File: config.mk
export PLATFORM = sky130hd
export DESIGN_NAME = clock_monitor
export DESIGN_NICKNAME = d
export VERILOG_FILES = /design/src/rtl/clock_monitor.sv
export SDC_FILE = /design/constraint.sdc
export NUM_CORES = 1
export LEC_CHECK = 0
export ABC_AREA = 1
export BUFFER_PORTS_ARGS = -buffer_cell sky130_fd_sc_hd__buf_2
export CELL_PAD_IN_SITES_DETAIL_PLACEMENT = 0
export CELL_PAD_IN_SITES_GLOBAL_PLACEMENT = 1
export CORE_ASPECT_RATIO = 1.5
export CORE_UTILIZATION = 37
export DETAILED_ROUTE_END_ITERATION = 6
export HOLD_SLACK_MARGIN = 0.03
export PLACE_DENSITY = 0.71
export RECOVER_POWER = 25
export SYNTH_ARGS = -nofsm -noshare
export SYNTH_HDL_FRONTEND = slang
export SYNTH_SLANG_ARGS = --single-unit
File: constraint.sdc
create_clock -name clk -period 1.8 [get_ports clk]
set_input_delay 0.54 -clock clk [delete_from_list [all_inputs] [get_ports clk]]
set_output_delay 0.54 -clock clk [all_outputs]
set_load 0.005 [all_outputs]
File: src/rtl/clock_monitor.sv
// clock_monitor: measures period/high time of a slow clock in clk cycles, reports lock and loss.
// Define CLOCK_MONITOR_IRQ_EN to build the sticky status-change interrupt.
module clock_monitor #(
  parameter int COUNT_W         = 8,
  parameter int SYNC_STAGES     = 2,
  parameter int EXPECTED_PERIOD = 16,
  parameter int TOLERANCE       = 1,
  parameter int LOCK_COUNT      = 4,
  parameter int TIMEOUT         = 64
) (
  input  logic               clk,
  input  logic               rst,
  input  logic               clk_in,
  input  logic               enable,
  output logic [COUNT_W-1:0] period,
  output logic [COUNT_W-1:0] high_time,
  output logic               valid,
  output logic               locked,
  output logic               lost,
  output logic               irq,
  input  logic               irq_clr
);
  localparam logic [1:0] IDLE = 2'd0, ACQUIRE = 2'd1, TRACK = 2'd2, LOST = 2'd3;
  localparam int LW = $clog2(LOCK_COUNT + 1);
  logic [1:0] state, state_n;
  logic [SYNC_STAGES-1:0] sync;
  logic s_d, rise, fall, in_spec, timeout, tracking_rise;
  logic [COUNT_W-1:0] cnt, meas;
  logic [LW-1:0] lock_cnt;
  assign rise = sync[SYNC_STAGES-1] & ~s_d;
  assign fall = ~sync[SYNC_STAGES-1] & s_d;
  assign meas = &cnt ? cnt : cnt + 1'b1;
  assign in_spec = int'(meas) >= EXPECTED_PERIOD - TOLERANCE && int'(meas) <= EXPECTED_PERIOD + TOLERANCE;
  assign timeout = int'(meas) >= TIMEOUT;
  assign tracking_rise = enable && state == TRACK && rise;
  assign lost = state == LOST;
  // rise beats a coincident timeout, so a late edge keeps tracking
  always_comb
    state_n = !enable ? IDLE :
              state == IDLE ? ACQUIRE :
              (state == ACQUIRE || state == LOST) && rise ? TRACK :
              state == TRACK && !rise && timeout ? LOST : state;
  always_ff @(posedge clk or posedge rst)
    if (rst) begin
      sync      <= '0;
      s_d       <= 1'b0;
      state     <= IDLE;
      cnt       <= '0;
      period    <= '0;
      high_time <= '0;
      valid     <= 1'b0;
      locked    <= 1'b0;
      lock_cnt  <= '0;
    end else begin
      sync  <= {sync[SYNC_STAGES-2:0], clk_in};
      s_d   <= sync[SYNC_STAGES-1];
      state <= state_n;
      cnt   <= state == IDLE || rise ? '0 : meas;
      valid <= tracking_rise;
      if (!enable || state_n == LOST) begin
        locked   <= 1'b0;
        lock_cnt <= '0;
      end else if (tracking_rise) begin
        period   <= meas;
        lock_cnt <= !in_spec ? '0 : lock_cnt == LW'(LOCK_COUNT) ? lock_cnt : lock_cnt + 1'b1;
        locked   <= in_spec && lock_cnt >= LW'(LOCK_COUNT - 1);
      end
      if (enable && state == TRACK && fall) high_time <= meas;
    end
`ifdef CLOCK_MONITOR_IRQ_EN
  logic locked_d, lost_d;
  always_ff @(posedge clk or posedge rst)
    if (rst) begin
      locked_d <= 1'b0;
      lost_d   <= 1'b0;
      irq      <= 1'b0;
    end else begin
      locked_d <= locked;
      lost_d   <= lost;
      irq      <= (locked ^ locked_d) | (lost ^ lost_d) | (irq & ~irq_clr);
    end
`else
  logic unused_irq_clr;
  assign unused_irq_clr = irq_clr;
  assign irq = 1'b0;
`endif
endmodule

==> flow_metrics.env, run 1 <==
export IMPL_outcome="complete, but fails checks"
export IMPL_violations="setup timing"
export IMPL_dp_slack_ns=-0.141
export IMPL_ctsHoldBuffers=0
export IMPL_syn_nets=205
export IMPL_period_minus_slack_ns=1.83
export IMPL_cts_root_buf="clkbuf_8"
export IMPL_path_clk_slew_ns=0.07
export IMPL_netlist_area_mm2=0.00164
export IMPL_dr_wl_met2_um=1930
export IMPL_nFillCells=439
export IMPL_yosysUniqueCellTypes=26
export IMPL_cp_arrival_ns=2.04
export IMPL_clock_sinks=34
export IMPL_seqCellArea_um2=851
export IMPL_worstPathMaxFanout=8
export IMPL_htree_levels=2
export IMPL_hp_start="sync[0]"
export IMPL_final_common_cell="nand2_1"
export IMPL_first_global_vias=1357
export IMPL_yosysWarningCount=0
export IMPL_worstMarginPinSlew_ns=0.852
export IMPL_viasPerCell=4.79
export IMPL_route_met3_wl_um=94
export IMPL_cp_start_kind="register"
export IMPL_highest_layer="met4"
export IMPL_antenna_found_initial=0
export IMPL_cts_buffers=5
export IMPL_synth_fa_ha_area_frac=0.0381
export IMPL_timing_setup_tns_ns=-0.0881
export IMPL_maxCapViolCount=0
export IMPL_finalMaxSlewViolations=0
export IMPL_core_area_mm2=0.00425
export IMPL_routedWlPerCell_um=12.2
export IMPL_multiInputGateArea_um2=729
export IMPL_ys_seq_elements=34
export IMPL_antenna_left=0
export IMPL_r2r_start="cnt[0]"
export IMPL_dr_pass1_iters=4
export IMPL_critPathLaunch="cnt[0]"
export IMPL_syn_inst=195
export IMPL_grt_pass1_wl_um=5880
export IMPL_syn_area_per_cell_um2=8.42
export IMPL_vias=1369
export IMPL_die_x_um=56.4
export IMPL_die_area_mm2=0.00472
export IMPL_clk_path_buf_depth=2
export IMPL_crit_required_ns=2.01
export IMPL_fin_skew_ns=0.00356
export IMPL_rsz0062_at_grt="true"
export IMPL_synth_compound_area_frac=0.0815
export IMPL_drc=0
export IMPL_port_buffers=22
export IMPL_r2r_cells=13
export IMPL_wl_met1_um=1370
export IMPL_hold_depth=0
export IMPL_grt_total_usage=0.163
export IMPL_crit_type="reg -> reg"
export IMPL_synthSimpleGateAreaFrac=0.279
export IMPL_drt_iter0_drc=30
export IMPL_p_per_area_mw_per_mm2=880
export IMPL_die_y_um=83.6
export IMPL_antennaDiodeCount=0
export IMPL_worst_slack_ns=-0.0318
export IMPL_syn2layout_area_growth_pct=28.8
export IMPL_overflow=0
export IMPL_max_freq_mhz=546
export IMPL_hold_ws_ns=0.354
export IMPL_slew_limit_headroom=0.432
export IMPL_initial_utilization=0.387
export IMPL_ir_worst_vdd_v=0.000577
export IMPL_synth_top_family_by_area="simple AND/OR/NAND/NOR gates"
export IMPL_drive_gt1_frac=0.329
export IMPL_gp_congestion=0.834
export IMPL_period_share=1.02
export IMPL_clkLatencyLatePin_ns=0.28
export IMPL_muxShareOfSynthArea=0
export IMPL_ios=25
export IMPL_post_dp_hpwl_um=2540
export IMPL_endpoint_kind="register"
export IMPL_reg2reg_slack_ns=-0.03
export IMPL_grt_max_degree=35
export IMPL_leakage_nw=1.11
export IMPL_fin_nets=250
export IMPL_final_setup_viol_count=4
export IMPL_drt_wl_total_um=3480
export IMPL_hold_viol=0
export IMPL_ys_seq_area_frac=0.518
export IMPL_hold_class="reg -> reg"
export IMPL_std_cell_rows=29
export IMPL_final_cell_mix="nand2_1, dfrtp_1, inv_1, nor2_1, buf_2"
export IMPL_synth_xor_area_share=0.00533
export IMPL_cts_tree="built"
[per-stage QoR]
stage	utilization	cell area (um^2)	instances	power (mW)
6_report	0.498	2120	286	1.86
5_1_grt	0.498	2120	286	1.96
4_1_cts	0.485	2060	284	1.88
3_5_place_dp	0.453	1920	277	1.14
3_3_place_gp	0.453	1920	277	1.14
2_1_floorplan	-	1640	195	1.02
[routing by layer]
metal	GRT usage	up-vias
li1	-	696
met5	0	-
met1	0.174	647
met2	0.299	18
met4	0.0732	0
met3	0.0341	8
[cell usage after synthesis]
library cell,number,area [um^2]
o21ai_1,5,25.0
nor2_4,4,45.0
a21boi_0,1,7.51
nand4_1,5,31.3
nand2_2,5,31.3
clkbuf_1,1,3.75
ha_1,5,62.6
buf_4,1,7.51
o21ai_2,1,8.76
a21oi_1,10,50.1
nor2_2,4,25.0
or2_2,1,6.26
nand2_1,43,161
nand2_4,1,11.3
dfrtp_1,34,851
a31oi_1,2,12.5
o21ai_0,6,30.0
clkinv_1,1,3.75
xor2_1,1,8.76
inv_2,4,15.0
conb_1,1,3.75
buf_2,1,5.00
inv_1,24,90.1
nor2_1,23,86.3
nor3_2,1,10.0
nand3_1,10,50.1
[report_power, final]
part           switching, mW  internal [mW]  leakage [nW]
logic                  0.143          0.128         0.601
registers             0.0420          0.836         0.452
clock network          0.270          0.443        0.0573
total                  0.455           1.41          1.11
[logic make-up (layout without fill, tap and decap cells)]
logic type	Yosys count	count (layout)
AOI/OAI and AO/OA	25	25
xor gates and xnor gates	1	1
buffers and inverters	32	77
DFF	34	34
and+or+nand+nor	97	97
other	1	1
adders and majority gates	5	5
[state kept, by name (all words and copies together), names as in the netlist]
register   count
cnt            8
high_time      8
lock_cnt       3
locked         1
period         8
s_d            1
state          2
sync           2
valid          1
[cell type report]
class / instances / area share
inverter: 29 / 0.0526
clock buffer: 6 / 0.0390
multi-input combinational: 129 / 0.345
timing repair buffer: 41 / 0.120
tap: 46 / 0.0272
sequential: 34 / 0.402
clock inverter: 1 / 0.0142
[critical path, cell delays in order (launching register included)]
cell	delay, ns
dfrtp_1	0.40
ha_4	0.17
inv_4	0.03
nor2_4	0.14
nand2_4	0.12
nand4_1	0.13
nand2_1	0.10
nor2_1	0.10
nand2_1	0.06
nor2_2	0.14
inv_2	0.06
nor2_4	0.14
nand3_1	0.08
o21ai_1	0.07
[what timing repair did]
| action | 4_1_cts | 5_1_grt |
|---|---|---|
| gates cloned | 0 | 0 |
| setup endpoints to repair | 4 | 4 |
| setup buffers | 0 | 2 |
| pin swaps | 5 | 4 |
| gates resized for setup | 7 | 9 |
[path summary, 6_finish.rpt]
| path | endpoint |
|---|---|
| max | locked |
| min | sync[1] |
| max reg2reg | locked |
| min reg2reg | sync[1] |
| max in group asynchronous | high_time[4] |
| min in group asynchronous | sync[1] |
(Power assumes the default switching activity.)
==> run 2, diff against run 1 <==
--- a/config.mk
+++ b/config.mk
@@ -9,11 +9,10 @@
 export BUFFER_PORTS_ARGS = -buffer_cell sky130_fd_sc_hd__buf_2
 export CELL_PAD_IN_SITES_DETAIL_PLACEMENT = 0
 export CELL_PAD_IN_SITES_GLOBAL_PLACEMENT = 1
-export CORE_ASPECT_RATIO = 1.5
-export CORE_UTILIZATION = 37
+export CORE_UTILIZATION = 41
 export DETAILED_ROUTE_END_ITERATION = 6
 export HOLD_SLACK_MARGIN = 0.03
-export PLACE_DENSITY = 0.71
+export PLACE_DENSITY = 0.74
 export RECOVER_POWER = 25
 export SYNTH_ARGS = -nofsm -noshare
 export SYNTH_HDL_FRONTEND = slang
==> constraint.sdc (replaced) <==
create_clock -name clk -period 1.7 [get_ports clk]
set_input_delay 0.51 -clock clk [delete_from_list [all_inputs] [get_ports clk]]
set_output_delay 0.51 -clock clk [all_outputs]
set_load 0.005 [all_outputs]
==> run 2 against run 1 <==
Net effect: the flow still finishes with violations (setup timing); first-iteration DRC count is 23% higher; fmax is 3.3% higher; clock skew is 0.0022 ns higher; non-clock buffer count is 5 higher; final cell count is 2.1% higher; critical path type unchanged; largest cell class unchanged; highest routed layer unchanged.
==> flow_metrics.env, run 2 (same netlist as run 1, synthesis figures left out) <==
export IMPL_drt_iter0_drc=37
export IMPL_period_share=1.04
export IMPL_drc=0
export IMPL_dr_pass1_iters=4
export IMPL_maxCapViolCount=0
export IMPL_clock_sinks=34
export IMPL_endpoint_kind="register"
export IMPL_drive_gt1_frac=0.348
export IMPL_worst_slack_ns=-0.0726
export IMPL_fin_area_mm2=0.00211
export IMPL_hold_class="in -> reg"
export IMPL_period_minus_slack_ns=1.77
export IMPL_final_cell_mix="nand2_1, dfrtp_1, nor2_1, buf_2"
export IMPL_cts_tree="built"
export IMPL_antenna_found_initial=0
export IMPL_grt_pass1_wl_um=6040
export IMPL_die_x_um=65.3
export IMPL_viasPerCell=4.76
export IMPL_fin_skew_ns=0.00577
export IMPL_dp_cells=282
export IMPL_vias=1390
export IMPL_final_setup_viol_count=4
export IMPL_crit_required_ns=1.93
export IMPL_std_cell_rows=22
export IMPL_initial_utilization=0.439
export IMPL_placed_cell_area_mm2=0.00195
export IMPL_worstPathMaxFanout=4
export IMPL_max_freq_mhz=564
export IMPL_fin_cells=292
export IMPL_clkLatencyLatePin_ns=0.28
export IMPL_fin_util=0.564
export IMPL_reg_top3="cnt (8), high_time (8), period (8)"
export IMPL_overflow=0
export IMPL_die_y_um=65.3
export IMPL_first_global_vias=1380
export IMPL_crit_type="reg -> reg"
export IMPL_finalMaxSlewViolations=0
export IMPL_post_dp_hpwl_um=2460
export IMPL_ir_worst_vdd_v=0.000583
export IMPL_slew_limit_headroom=0.447
export IMPL_final_common_cell="nand2_1"
export IMPL_path_clk_slew_ns=0.07
export IMPL_leakage_nw=1.12
export IMPL_port_buffers=22
export IMPL_worstMarginPinSlew_ns=0.830
export IMPL_rsz0062_at_grt="true"
export IMPL_fin_nets=255
export IMPL_cp_arrival_ns=2.00
export IMPL_drt_wl_total_um=3380
export IMPL_cts_root_buf="clkbuf_8"
export IMPL_die_area_mm2=0.00426
export IMPL_p_per_area_mw_per_mm2=858
export IMPL_htree_levels=2
export IMPL_antennaDiodeCount=0
export IMPL_core_area_mm2=0.00374
export IMPL_ctsHoldBuffers=0
export IMPL_clk_path_buf_depth=2
export IMPL_hold_viol=0
export IMPL_gp_congestion=0.804
export IMPL_antenna_left=0
export IMPL_outcome="complete, but fails checks"
export IMPL_grt_max_degree=35
export IMPL_grt_total_usage=0.191
export IMPL_violations="setup timing"
export IMPL_routedWlPerCell_um=11.6
export IMPL_cts_buffers=5
export IMPL_syn2layout_area_growth_pct=28.4
export IMPL_cp_start_kind="register"
export IMPL_ios=25
run 2: routing by layer:
metal,part of all wire,track usage
met1,0.47,0.246
met3,0.046,0.0521
met2,0.46,0.302
met4,0.017,0.0815
met5,0,0
run 2: layout make-up:
class | count | area, um^2
inverters | 29 | 114
well taps | 48 | 60.1
flip-flops and latches | 34 | 851
clock buffers | 6 | 82.6
repair buffers | 46 | 295
multi-input cells | 129 | 707
fillers | 375 | 1630
run 2: per-stage QoR:
step	setup WS (ns)	setup TNS [ns]	hold WS (ns)	total power, mW
6_report	-0.0726	-0.239	0.332	1.81
5_1_grt	-0.306	-1.16	0.323	1.91
4_1_cts	-0.0847	-0.305	0.322	1.82
3_5_place_dp	-0.134	-0.514	0.343	1.21
3_3_place_gp	-0.123	-0.478	0.341	1.20
2_1_floorplan	0.00114	0	0.331	1.08
run 2: critical path, cell delays in order, from the launching register on:
cell and delay [ns]:
dfrtp_1 0.37, ha_2 0.20, inv_2 0.05, nor2_4 0.13
buf_6 0.12, nand3_2 0.07, nand2_2 0.09, nand2_1 0.05
nand2_1 0.06, a21oi_1 0.07, nor2_2 0.15, inv_2 0.06
nor2_4 0.11, nand4_1 0.11, nand2_1 0.07
run 2: repair_timing:
| item | 4_1_cts | 5_1_grt |
|---|---|---|
| pin swaps | 12 | 2 |
| endpoints found under the setup margin | 4 | 4 |
| endpoints found under the hold margin | 0 | 0 |
| resized for setup | 10 | 5 |
| buffers inserted | 3 | 1 |
run 2: worst paths after layout:
path                         start          end  slack, ns  depth (start not counted)
min in group asynchronous      rst     state[0]       0.46                          3
min                         clk_in      sync[0]       0.33                          1
max in group asynchronous      rst       cnt[3]       0.72                          3
max reg2reg                 cnt[0]  lock_cnt[2]      -0.07                         14
max                         cnt[0]  lock_cnt[2]      -0.07                         14
min reg2reg                sync[0]      sync[1]       0.35                          0
run 2: power by group:
| group | total [mW] | switching [mW] | internal, mW |
|---|---|---|---|
| Clock | 0.583 | 0.271 | 0.312 |
| Sequential | 0.931 | 0.0453 | 0.886 |
| Combinational | 0.296 | 0.154 | 0.142 |
| Total | 1.81 | 0.470 | 1.34 |
